--- src/rtl/seqdet_stream_ctrl.sv ---
`default_nettype none
// ============================================================================
// Module   : seqdet_stream_ctrl
// Function : Sequencing controller for the 8-bit serial sequence detector.
//            Owns the detector's pattern, serial input and clear. On start it
//            clears the detector, streams a word MSB first, and counts dc hits.
// Options  : SQCTRL_FIRSTPOS_EN adds first_vld/first_pos outputs.
// Revision : 1.0 - initial release
// ============================================================================
module seqdet_stream_ctrl #(
   parameter int DATA_W = 16,
   parameter int CNT_W  = 4
) (
   input  logic              clk,
   input  logic              clrn,
   input  logic              start,
   input  logic [DATA_W-1:0] din,
   input  logic [7:0]        pat_in,
   input  logic              pat_we,
   input  logic              dc,
   output logic [7:0]        setd,
   output logic              ds,
   output logic              det_clrn,
   output logic              busy,
   output logic              done,
   output logic [CNT_W-1:0]  hits
`ifdef SQCTRL_FIRSTPOS_EN
   ,
   output logic              first_vld,
   output logic [5:0]        first_pos
`endif
);

   localparam logic [5:0] c_LAST_IDX = 6'(DATA_W - 1);

   typedef enum logic [1:0] {
      S_IDLE  = 2'd0,
      S_CLEAR = 2'd1,
      S_SHIFT = 2'd2,
      S_DONE  = 2'd3
   } state_t;

   state_t              r_state;
   state_t              w_state_nxt;
   logic [DATA_W-1:0]   r_sh;
   logic [DATA_W-1:0]   w_sh_nxt;
   logic [5:0]          r_idx;
   logic [5:0]          w_idx_nxt;
   logic [7:0]          w_setd_nxt;
   logic                w_ds_nxt;
   logic                w_det_clrn_nxt;
   logic                w_busy_nxt;
   logic                w_done_nxt;
   logic [CNT_W-1:0]    w_hits_nxt;
`ifdef SQCTRL_FIRSTPOS_EN
   logic                w_first_vld_nxt;
   logic [5:0]          w_first_pos_nxt;
`endif

   always_ff @(posedge clk or negedge clrn) begin
      if (!clrn) begin
         r_state   <= S_IDLE;
         r_sh      <= '0;
         r_idx     <= '0;
         setd      <= 8'h00;
         ds        <= 1'b0;
         det_clrn  <= 1'b0;
         busy      <= 1'b0;
         done      <= 1'b0;
         hits      <= '0;
`ifdef SQCTRL_FIRSTPOS_EN
         first_vld <= 1'b0;
         first_pos <= 6'd0;
`endif
      end else begin
         r_state   <= w_state_nxt;
         r_sh      <= w_sh_nxt;
         r_idx     <= w_idx_nxt;
         setd      <= w_setd_nxt;
         ds        <= w_ds_nxt;
         det_clrn  <= w_det_clrn_nxt;
         busy      <= w_busy_nxt;
         done      <= w_done_nxt;
         hits      <= w_hits_nxt;
`ifdef SQCTRL_FIRSTPOS_EN
         first_vld <= w_first_vld_nxt;
         first_pos <= w_first_pos_nxt;
`endif
      end
   end

   // Every output is the registered image of the state it describes, so each
   // branch below sets up what the *next* cycle must present.
   always_comb begin
      w_state_nxt     = r_state;
      w_sh_nxt        = r_sh;
      w_idx_nxt       = r_idx;
      w_setd_nxt      = setd;
      w_ds_nxt        = 1'b0;
      w_det_clrn_nxt  = 1'b1;
      w_busy_nxt      = 1'b0;
      w_done_nxt      = 1'b0;
      w_hits_nxt      = hits;
`ifdef SQCTRL_FIRSTPOS_EN
      w_first_vld_nxt = first_vld;
      w_first_pos_nxt = first_pos;
`endif
      unique case (r_state)
         S_IDLE: begin
            if (pat_we) begin
               w_setd_nxt = pat_in;
            end
            if (start) begin
               w_state_nxt     = S_CLEAR;
               w_sh_nxt        = din;
               w_hits_nxt      = '0;
               w_det_clrn_nxt  = 1'b0;
               w_busy_nxt      = 1'b1;
`ifdef SQCTRL_FIRSTPOS_EN
               w_first_vld_nxt = 1'b0;
               w_first_pos_nxt = 6'd0;
`endif
            end
         end
         S_CLEAR: begin
            // First serial bit leaves the register as SHIFT begins.
            w_state_nxt = S_SHIFT;
            w_busy_nxt  = 1'b1;
            w_idx_nxt   = 6'd0;
            w_ds_nxt    = r_sh[DATA_W-1];
            w_sh_nxt    = r_sh << 1;
         end
         S_SHIFT: begin
            w_busy_nxt = 1'b1;
            if (dc) begin
               if (hits != {CNT_W{1'b1}}) begin
                  w_hits_nxt = hits + CNT_W'(1);
               end
`ifdef SQCTRL_FIRSTPOS_EN
               if (!first_vld) begin
                  w_first_vld_nxt = 1'b1;
                  w_first_pos_nxt = r_idx;
               end
`endif
            end
            if (r_idx == c_LAST_IDX) begin
               w_state_nxt = S_DONE;
               w_busy_nxt  = 1'b0;
               w_done_nxt  = 1'b1;
               w_idx_nxt   = 6'd0;
            end else begin
               w_idx_nxt = r_idx + 6'd1;
               w_ds_nxt  = r_sh[DATA_W-1];
               w_sh_nxt  = r_sh << 1;
            end
         end
         S_DONE: begin
            w_state_nxt = S_IDLE;
         end
         default: begin
            w_state_nxt = S_IDLE;
         end
      endcase
   end

endmodule
`default_nettype wire

--- config.mk ---
export PLATFORM = sky130hd
export DESIGN_NAME = seqdet_stream_ctrl
export DESIGN_NICKNAME = d
export VERILOG_FILES = /design/src/rtl/seqdet_stream_ctrl.sv
export SDC_FILE = /design/constraint.sdc
export NUM_CORES = 1
export LEC_CHECK = 0
export ABC_AREA = 1
export CAP_MARGIN = 15
export CORE_MARGIN = 2
export CORE_UTILIZATION = 35
export DETAILED_ROUTE_END_ITERATION = 7
export HOLD_SLACK_MARGIN = 0.06
export PLACE_DENSITY = 0.65
export SLEW_MARGIN = 20
export SYNTH_ARGS = -nofsm -noshare
export SYNTH_HDL_FRONTEND = slang
export SYNTH_SLANG_ARGS = --single-unit
--- constraint.sdc ---
create_clock -name clk -period 2.3 [get_ports clk]
set_clock_uncertainty 0.05 [all_clocks]
set_input_delay 0.23 -clock clk [delete_from_list [all_inputs] [get_ports clk]]
set_output_delay 0.23 -clock clk [all_outputs]
set_load 0.005 [all_outputs]
* Word level (Yosys, flattened, before mapping) *
Index checks and enable logic that the tools add are counted.

word-level totals
  register bits after elaboration = 40

operators by class
  equal/unequal tests = 10
  $add $sub $neg = 2
  reductions and logical operators = 8
  multiplexer cells = 21

operators by type and width
  cell                 count
  $pmux 16 s3          1
  $mux 16              2
  $mux 4               3
  $pmux 6 s2           1
  $ne 2x2->1 const B   5
  $pmux 2 s4           1
  $pmux 4 s2           1
  $mux 1               7
  $add 6x1->6 const B  1
  $eq 6x4->1 const B   1
  $mux 6               1
  $add 4x1->4 const B  1
  $eq 2x2->1 const B   2
  $mux 2               2
  $ne 4x4->1 const B   1
  $reduce_and 2->1     2
  $reduce_and 4->1     1
  $reduce_bool 2->1    2
  $pmux 1 s3           1
  $reduce_and 3->1     1
  $reduce_bool 3->1    1
  $eq 2x1->1 const B   1
  $logic_not 2->1      1
  $pmux 1 s2           1

* Longest topological paths before layout *
  depth in word-level cells = 4
  gate-level depth with buffers = 9
  mapped depth without buffers = 8

* Worst setup path after synthesis *
OpenSTA, ideal clock, no wires.

  path kind = reg2reg
  from = register r_state[0]
  to = register r_sh[0]
  cell stages (with the launch flop) = 10
  arrival time = 1371 ps
  data required time = 2133 ps
  slack = 763 ps
  library setup time = 117 ps
  cell sequence = dfrtp_1 > inv_1 > ha_1 > nand2_2 > inv_2 > a21oi_4 > nand2_4 > buf_6 > nand2_1 > nand2_1

between the ends
  word-level cells in the longest chain between the ends = 3
  elaborated cells between the ends (all ways) = 8
  those cells by class = eq/ne: 4; mux: 1; reduce/logical: 3

ends and longest elaborated chain
  element                                                                  line  text
  start: declaration                                                       43    state_t r_state;
  start signal: assignment                                                 76    r_state <= w_state_nxt;
  $eq 2x2->1 (tied with other cells)                                       108   unique case (r_state)
  $ne 2x2->1 (no source line) / $reduce_bool 3->1 (equally long branches)  n/a
  $reduce_and 3->1 (no source line)                                        n/a
  end signal: assignment                                                   77    r_sh <= w_sh_nxt;
  end: declaration                                                         45    logic [DATA_W-1:0] r_sh;

Parallel ways exist; a longest one is shown, timed or not.
A chain may end at the register's enable or synchronous reset.

* Final worst setup path *
  from = register r_state[0]
  to = register r_sh[4]

Same word-level chain as after synthesis.

==> flow_summary.toml <==
[setup_path]
required_ns = 2.43
cp-start-kind = "register"
critPathArrivalTime_ns = 1.99
path_max_fanout = 16
crit_type = "reg2reg"
cp-end-kind = "register"

[layout]
diodes = 0
final_nets = 331
drive_gt1_share_pct = 9.43
finalNonFillerCells = 369
synthToLayoutAreaGrowth_pct = 30.4

[power_and_ir_drop]
p_leak_nw = 1.35
p_per_area_nw_per_um2 = 1330
ir_drop_mv = 0.574

[synthesis]
yosysSeqAreaShare_pct = 49.5
synth-main-ff-cell = "dfrtp_1"
yosys-top-cells-area = "dfrtp_1, nand2_1, nand3_1"
synth-edff-count = 0
synth_common_cells = "nand2_1, dfrtp_1, nand3_1"
avgSynthCellArea_um2 = 8.09
synth_top_area_share_pct = 49.5
ys_async_sr_fraction_pct = 100
syn-num-nets = 285
synth-seq-cells = 40
synth_cell_type_count = 21
yosysWarnings = 0
syn_inst = 250
synth_top_area_cell = "dfrtp_1"
syn_area_um2 = 2020
yosysMostFrequentCell = "nand2_1"

[grt]
grt_pass1_wl_um = 7180
grt_use_total_pct = 14.3
grt-ovfl-total = 0
grt_pass1_vias = 1645
antenna_found_initial = 0
grt_max_degree = 41

[timing]
fin_crit_ns = 1.85
finalCritPeriodShare_pct = 80.5
tightestPinTransition_ns = 0.879
tns_ns = 0
max_freq_mhz = 540
setup_viol = 0
slew_violations = 0
rsz0062_at_grt = "no"
hold_violations = 0
slew_headroom_pct = 41.4

[die]
start_util_pct = 36.5
core_um2 = 5540
rows = 27
fp.dieH_um = 80.0
die_x_um = 80.0
io-pin-count = 45
die-area_um2 = 6400

[detailed_routing]
wl_per_cell_um = 11.0
vias = 1686
drtIter0Drc = 58
drc = 0
wl_um = 4060
vias_per_cell = 4.57
drtAntennaViolNets = 0
firstDrtPassIters = 4

[cts]
cts_resized = 0
clock_sinks = 40
clk_pin_slew_ns = 0.08
clock_path_buffers = 2
cts_tree = "yes"
clk-insertion-delay-late_ns = 0.29
htree_levels = 2
cts_made_buffers = 5
cts-root-buf = "clkbuf_8"

[min_path]
min_path_type = "reg2reg"

[placed_design]
place_congestion = 0.755
dp_cells = 360
place_hpwl_um = 2780
numPortBuffers = 44

[status]
status = "complete, no violations"

[run]
drv_cap = 0
[cells by family after synthesis]
family,share of synthesized area (%)
mux,4.45
compound gates,3.77
fa+ha+maj,3.71
simple gates,31.7
flops,49.5
xor+xnor,0.433
buf+inv,6.49
[per-layer routing]
layer	share of wire (%)	track usage, %
met1	48	18.0
met2	45	23.3
met5	0	0
met3	6.1	5.20
met4	0.42	3.73
[critical path, cell delays in order (launching register included)]
cell	delay, ns
dfrtp_1	0.42
inv_1	0.09
ha_1	0.39
nor2_2	0.11
a21oi_4	0.32
nand2_4	0.19
nand2_1	0.11
nand2_1	0.06
[registers in the layout, indices dropped and copies added (netlist names)]
| signal | cells |
|---|---|
| r_sh | 16 |
| hits | 4 |
| r_state | 2 |
| det_clrn | 1 |
| done | 1 |
| setd | 8 |
| busy | 1 |
| ds | 1 |
| r_idx | 6 |
[stage by stage]
step	setup slack [ns]	power, mW	area (um2)	util, %	hold WS, ns
3_3_place_gp	0.511	2.92	2510	45.3	0.360
2_1_floorplan	0.763	2.44	2020	-	-0.116
5_1_grt	0.311	3.91	2640	47.6	0.458
4_1_cts	0.431	3.56	2640	47.6	0.429
3_5_place_dp	0.455	2.96	2510	45.3	0.364
6_report	0.448	3.50	2640	47.6	0.428
[power breakdown]
part           total, mW  switching, mW  internal (mW)
Clock              0.588          0.261          0.327
Sequential          1.14          0.152          0.987
Combinational       1.78           1.01          0.763
Total               3.50           1.43           2.08
[cells in the final DEF, fill, tap and decap left out, types with 2 or more instances in the layout]
cell type and instances:
buf_4 3, dfrtp_1 40, clkinv_4 2, a21oi_1 4, nand2_1 113, o21ai_0 8
nor2_1 7, nand3_1 24, ha_1 6, mux2_2 8, nand2_2 2, clkbuf_8 5
or2_2 2, inv_1 18, nand4_1 2, clkdlybuf4s50_1 43, nand3b_1 2
[final cells by class]
type | count | area [um2]
repair buffers | 48 | 468
fillers | 548 | 2900
clock inverters | 3 | 47.5
well taps | 72 | 90.1
clock buffers | 5 | 68.8
flip-flops and latches | 40 | 1000
multi-input cells | 182 | 891
inverters | 19 | 71.3
[what timing repair did]
item,CTS,global route
setup buffers,0,0
hold endpoints to repair,40,0
hold buffers,1,0
[final timing paths]
check / startpoint / to / slack (ns) / cells after the start
setup / recovery: r_state[0] / r_sh[4] / 0.45 / 7
hold / removal: r_sh[10] / r_sh[10] / 0.43 / 2
setup reg to reg: r_state[0] / r_sh[4] / 0.45 / 7
hold reg to reg: r_sh[10] / r_sh[10] / 0.43 / 2
max in group asynchronous: clrn / r_sh[10] / 1.10 / 2
min in group asynchronous: clrn / hits[2] / 0.55 / 2
Power figures use the tool's default switching activity.
